==> src/rtl/btn_debounce.sv <==
// Push-button conditioner: 2-flop sync, per-channel debounce, press/release/long-press strobes.
// Latency: level and strobes DEBOUNCE_CYCLES+1 edges after a stable raw sample; btn_long LONG_CYCLES after btn_press.
// Backpressure: none; free-running, every output is registered and meaningful on every cycle.
module btn_debounce #(
  parameter int N_BTN           = 2,
  parameter int DEBOUNCE_CYCLES = 240000,
  parameter int LONG_CYCLES     = 24000000,
  parameter int ACTIVE_LOW      = 1
) (
  input  logic             clk,
  input  logic             rst_n,
  input  logic [N_BTN-1:0] btn_raw,
  output logic [N_BTN-1:0] btn_level,
  output logic [N_BTN-1:0] btn_press,
  output logic [N_BTN-1:0] btn_release,
  output logic [N_BTN-1:0] btn_long,
  output logic [N_BTN-1:0] btn_long_held
);

  localparam int DW = $clog2(DEBOUNCE_CYCLES);
  localparam int LW = $clog2(LONG_CYCLES);
  localparam logic [DW-1:0] DB_MAX   = DW'(DEBOUNCE_CYCLES - 1);
  localparam logic [LW-1:0] HOLD_MAX = LW'(LONG_CYCLES - 1);
  // Raw pin value meaning "released"; XOR with it turns the pin into pressed=1.
  localparam logic POL = (ACTIVE_LOW != 0);

  typedef enum logic [1:0] {
    REL   = 2'd0,
    PRESS = 2'd1,
    LONG  = 2'd2
  } state_t;

  for (genvar i = 0; i < N_BTN; i++) begin : g_ch
    logic [1:0]    sync_q;
    logic          pressed;
    logic [DW-1:0] db_cnt_q;
    logic          level_q;
    logic          press_q;
    logic          release_q;
    logic          acc_press;
    logic          acc_release;
    state_t        state_q;
    state_t        state_d;
    logic [LW-1:0] hold_q;
    logic [LW-1:0] hold_d;
    logic          long_q;
    logic          long_d;
    logic          held_q;
    logic          held_d;

    // Two-flop synchroniser; starts at the released pin value so a button
    // held through reset is still seen as a fresh press.
    always_ff @(posedge clk or negedge rst_n) begin
      if (!rst_n) begin
        sync_q <= {2{POL}};
      end else begin
        sync_q <= {sync_q[0], btn_raw[i]};
      end
    end

    assign pressed     = sync_q[1] ^ POL;
    // A level change is accepted on the edge where the disagreement has
    // already lasted DEBOUNCE_CYCLES-1 edges and is still present.
    assign acc_press   = pressed & ~level_q & (db_cnt_q == DB_MAX);
    assign acc_release = ~pressed & level_q & (db_cnt_q == DB_MAX);

    // Debounce counter: counts consecutive disagreeing edges, any agreement restarts it.
    always_ff @(posedge clk or negedge rst_n) begin
      if (!rst_n) begin
        db_cnt_q  <= '0;
        level_q   <= 1'b0;
        press_q   <= 1'b0;
        release_q <= 1'b0;
      end else begin
        press_q   <= acc_press;
        release_q <= acc_release;
        if (pressed == level_q) begin
          db_cnt_q <= '0;
        end else if (db_cnt_q == DB_MAX) begin
          level_q  <= pressed;
          db_cnt_q <= '0;
        end else begin
          db_cnt_q <= db_cnt_q + DW'(1);
        end
      end
    end

    // Press-tracking state, hold counter and long-press flags.
    always_ff @(posedge clk or negedge rst_n) begin
      if (!rst_n) begin
        state_q <= REL;
        hold_q  <= '0;
        long_q  <= 1'b0;
        held_q  <= 1'b0;
      end else begin
        state_q <= state_d;
        hold_q  <= hold_d;
        long_q  <= long_d;
        held_q  <= held_d;
      end
    end

    // Next state: a release always wins over reaching the long threshold,
    // so btn_long and btn_release can never coincide.
    always_comb begin
      state_d = state_q;
      hold_d  = hold_q;
      long_d  = 1'b0;
      held_d  = held_q;
      case (state_q)
        REL: begin
          if (acc_press) begin
            state_d = PRESS;
            hold_d  = '0;
          end
        end
        PRESS: begin
          if (acc_release) begin
            state_d = REL;
          end else if (hold_q == HOLD_MAX) begin
            state_d = LONG;
            long_d  = 1'b1;
            held_d  = 1'b1;
          end else begin
            hold_d = hold_q + LW'(1);
          end
        end
        LONG: begin
          if (acc_release) begin
            state_d = REL;
            held_d  = 1'b0;
          end
        end
        default: begin
          state_d = REL;
          held_d  = 1'b0;
        end
      endcase
    end

    assign btn_level[i]     = level_q;
    assign btn_press[i]     = press_q;
    assign btn_release[i]   = release_q;
    assign btn_long[i]      = long_q;
    assign btn_long_held[i] = held_q;
  end

endmodule

==> config.mk <==
export PLATFORM = sky130hd
export DESIGN_NAME = btn_debounce
export DESIGN_NICKNAME = d
export VERILOG_FILES = /design/src/rtl/btn_debounce.sv
export SDC_FILE = /design/constraint.sdc
export NUM_CORES = 1
export LEC_CHECK = 0
export CORE_MARGIN = 2
export CORE_UTILIZATION = 55
export DETAILED_ROUTE_END_ITERATION = 6
export PLACE_DENSITY = 0.72
export SLEW_MARGIN = 20
export SYNTH_ARGS = -nofsm -noshare
export SYNTH_HDL_FRONTEND = slang
export SYNTH_SLANG_ARGS = --single-unit
==> constraint.sdc <==
create_clock -name clk -period 3.6 [get_ports clk]
set_clock_uncertainty 0.15 [all_clocks]
set_input_delay 1.08 -clock clk [delete_from_list [all_inputs] [get_ports clk]]
set_output_delay 1.08 -clock clk [all_outputs]
set_load 0.01 [all_outputs]
==> impl_metrics.csv <==
group,metric,value,unit
status,status,"finished clean",
yosys,post_synth_main_area_contributors,"sky130_fd_sc_hd__dfrtp_1 (47%), sky130_fd_sc_hd__nand3_1 (4.6%), sky130_fd_sc_hd__nand2_1 (4.0%)",
cts,cts_post_setup_buffers_inserted,0,
die,dieArea,10400,um2
timing,hold_violations,0,
route,drt_iter0_drc,222,
yosys,synthFlopType,"sky130_fd_sc_hd__dfrtp_1",
grt,grt_start_max_net_pins,77,
yosys,synth_cell_types,55,
yosys,yosys_register_bits,104,
timing,final_max_slew_violation_count,0,
setup_path,cp-start-kind,"flip-flop",
run,drv_cap,0,
yosys,async_reset_ff_share,100,%
yosys,syn_area,5280,um2
cts,ctsResizeCount,0,
cts,cts_hold_buf,0,
route,drtPass1Iterations,5,
setup_path,ff2ff_setup_slack,750,ps
grt,antenna_found_initial,0,
yosys,postSynthNetCount,558,
yosys,synth-edff-count,0,
cts,cts-root-to-sink-buffers,2,
min_path,hold_path_class,"reg2reg",
yosys,yosysSeqAreaShare,49.4,%
cts,cts_num_sinks,104,
setup_path,worst_r2r_startpoint,"g_ch[1].hold_q[14]",
cts,clk_pin_slew,110,ps
yosys,syn-mean-instance-area,9.67,um2
grt,gr-total-overflow,0,
cts,clockRootBuffer,"sky130_fd_sc_hd__clkbuf_8",
die,floorplan.io_pins,14,
route,drtAntennaViolNets,0,
timing,timing.final.setup_violations,0,
yosys,synth_area_leader_cell,"sky130_fd_sc_hd__dfrtp_1",
timing,fmax,351,MHz
setup_path,crit_path_max_fanout,11,
cts,tritoncts,"yes",
place,port_buffers,13,
cts,cts-buffers-inserted,9,
yosys,yosysMostFrequentCell,"sky130_fd_sc_hd__dfrtp_1",
grt,grt_first_pass_wirelength,18000,um
finish,n_antenna_cell,0,
yosys,yosys.area.top_type_share,47.4,%
route,avgViaCountPerCell,5.86,
yosys,synth_top_cells_by_count,"sky130_fd_sc_hd__dfrtp_1 (100), sky130_fd_sc_hd__nand2_1 (56), sky130_fd_sc_hd__nor2_1 (55)",
grt,first_global_vias,3890,
finish,postLayoutCoreUtil,60.6,%
route,average_routed_wire_per_standard_cell,14.9,um
die,die_w,102,um
route,route.vias.total,4002,
grt,groute.usage.overall,21.7,%
setup_path,timing.critical_path.from,"g_ch[1].hold_q[14]",
setup_path,worst_ep_arrival_time,3000,ps
setup_path,endpoint_kind,"flip-flop",
timing,finalCritPeriodShare,79.1,%
finish,layout.nets,561,
die,start_util,56.9,%
yosys,yosys_warnings,0,
place,finalWeightedCongestion,0.858,
min_path,hold_sp,"g_ch[1].sync_q[0]",
route,route.final.wire_length,10200,um
place,dp_hpwl,6880,um
yosys,synthesis.instances,546,
timing,slew-limit-headroom,46.4,%
timing,timing.final.crit_period,2850,ps
route,route.detailed.drc,0,
pwr,cell_pwr_density,341,nW/um2
setup_path,cp.required,3760,ps
die,die_height,102,um
pwr,irDropWorstVdd,0.278,mV
die,fp-row-count,35,
setup_path,criticalPathCategory,"reg2reg",
cts,cts-htree-levels,3,
timing,grt_setup_unrepaired,"false",
die,core_area,9280,um2
timing,post_route_setup_tns,0,ps
finish,layout-drive-gt1-share,6.50,%
pwr,p_leak,2.46,nW
cts,insertion_delay,390,ps
timing,tightestPinTransition,800,ps
finish,layout-area-overhead-vs-synth,6.52,%
## per-layer routing
| layer | GRT usage [%] | up-vias | share of wire [%] |
|---|---|---|---|
| li1 | - | 1965 | - |
| met1 | 29.1 | 1958 | 48 |
| met2 | 36.0 | 70 | 47 |
| met3 | 4.51 | 9 | 3.4 |
| met4 | 6.36 | 0 | 1.2 |
| met5 | 0 | - | 0 |
## metrics by stage
step	std cells	cell area [um2]	hold slack, ps	power (W)	worst slack (ps)
2_1_floorplan	546	5280	195	0.00122	1310
3_3_place_gp	667	5450	197	0.00126	916
3_5_place_dp	667	5450	198	0.00126	771
4_1_cts	683	5630	200	0.00194	788
5_1_grt	683	5630	204	0.00200	541
6_report	683	5630	194	0.00192	752
## report_power, final
part	switching [W]	internal, W
Combinational	0.0000364	0.0000123
Clock	0.000412	0.000274
Sequential	0.00000679	0.00118
## final timing paths
kind	to	cells past startpoint
max	g_ch[1].hold_q[6]	6
min	g_ch[1].sync_q[1]	0
max reg2reg	g_ch[1].hold_q[6]	6
min reg2reg	g_ch[1].sync_q[1]	0
max in group asynchronous	g_ch[1].sync_q[0]	2
min in group asynchronous	g_ch[0].hold_q[24]	1
## area by class of cell
| type | count | area, um2 |
|---|---|---|
| Timing Repair Buffer | 15 | 155 |
| Sequential cell | 104 | 2610 |
| Tap cell | 129 | 161 |
| Inverter | 16 | 60.1 |
| Clock inverter | 4 | 31.3 |
| Fill cell | 813 | 3660 |
| Multi-Input combinational cell | 403 | 2460 |
| Clock buffer | 12 | 145 |
## registers in the layout, indices dropped and copies added (netlist names)
register,cells
g_ch.release_q,2
g_ch.db_cnt_q,36
g_ch.hold_q,50
g_ch.long_q,2
g_ch.press_q,2
g_ch.level_q,2
g_ch.sync_q,4
g_ch.state_q,4
g_ch.held_q,2
## critical path: stages, from the launching register on
cell	delay (ps)
sky130_fd_sc_hd__dfrtp_1	450
sky130_fd_sc_hd__nor4b_1	350
sky130_fd_sc_hd__nand4_1	130
sky130_fd_sc_hd__or4_1	700
sky130_fd_sc_hd__a21boi_1	650
sky130_fd_sc_hd__o21ai_0	240
sky130_fd_sc_hd__o21ai_0	120
## kinds of logic after synthesis
kind of cell               Yosys count  synth area share (%)
AOI/OAI and AO/OA                   91                  11.2
and+or+nand+nor                    256                  25.2
adders and majority gates            8                  1.90
DFF                                104                  49.4
buffers and inverters               39                  3.96
muxes                               17                  3.25
xor gates and xnor gates            31                  5.14
## layout by cell type (no fill, tap or decap), types with 3 or more instances in the layout
cell type / netlist / final
sky130_fd_sc_hd__xor2_1: 23 / 23
sky130_fd_sc_hd__clkdlybuf4s50_1: 0 / 12
sky130_fd_sc_hd__mux2i_1: 16 / 16
sky130_fd_sc_hd__or4_1: 3 / 3
sky130_fd_sc_hd__inv_1: 16 / 16
sky130_fd_sc_hd__nor2_1: 55 / 55
sky130_fd_sc_hd__ha_1: 8 / 8
sky130_fd_sc_hd__o21ai_0: 33 / 33
sky130_fd_sc_hd__and3_1: 16 / 16
sky130_fd_sc_hd__nor4b_1: 3 / 3
sky130_fd_sc_hd__dfstp_2: 4 / 4
sky130_fd_sc_hd__nor3_1: 6 / 6
sky130_fd_sc_hd__a31oi_1: 6 / 6
sky130_fd_sc_hd__nand2_1: 56 / 56
sky130_fd_sc_hd__nand4_1: 28 / 28
sky130_fd_sc_hd__clkbuf_8: 0 / 10
sky130_fd_sc_hd__o211ai_1: 10 / 10
sky130_fd_sc_hd__nand3_1: 49 / 49
sky130_fd_sc_hd__dfrtp_1: 100 / 100
sky130_fd_sc_hd__and2_1: 7 / 7
sky130_fd_sc_hd__clkinvlp_4: 0 / 3
sky130_fd_sc_hd__o31ai_1: 16 / 16
sky130_fd_sc_hd__nand2b_1: 7 / 7
sky130_fd_sc_hd__and4_1: 4 / 4
sky130_fd_sc_hd__a21oi_1: 12 / 12
sky130_fd_sc_hd__xnor2_1: 8 / 8
sky130_fd_sc_hd__o211ai_2: 3 / 3
sky130_fd_sc_hd__nor4_1: 3 / 3
sky130_fd_sc_hd__nor2b_1: 3 / 3
Note: power is estimated with default switching activity, not from simulation.
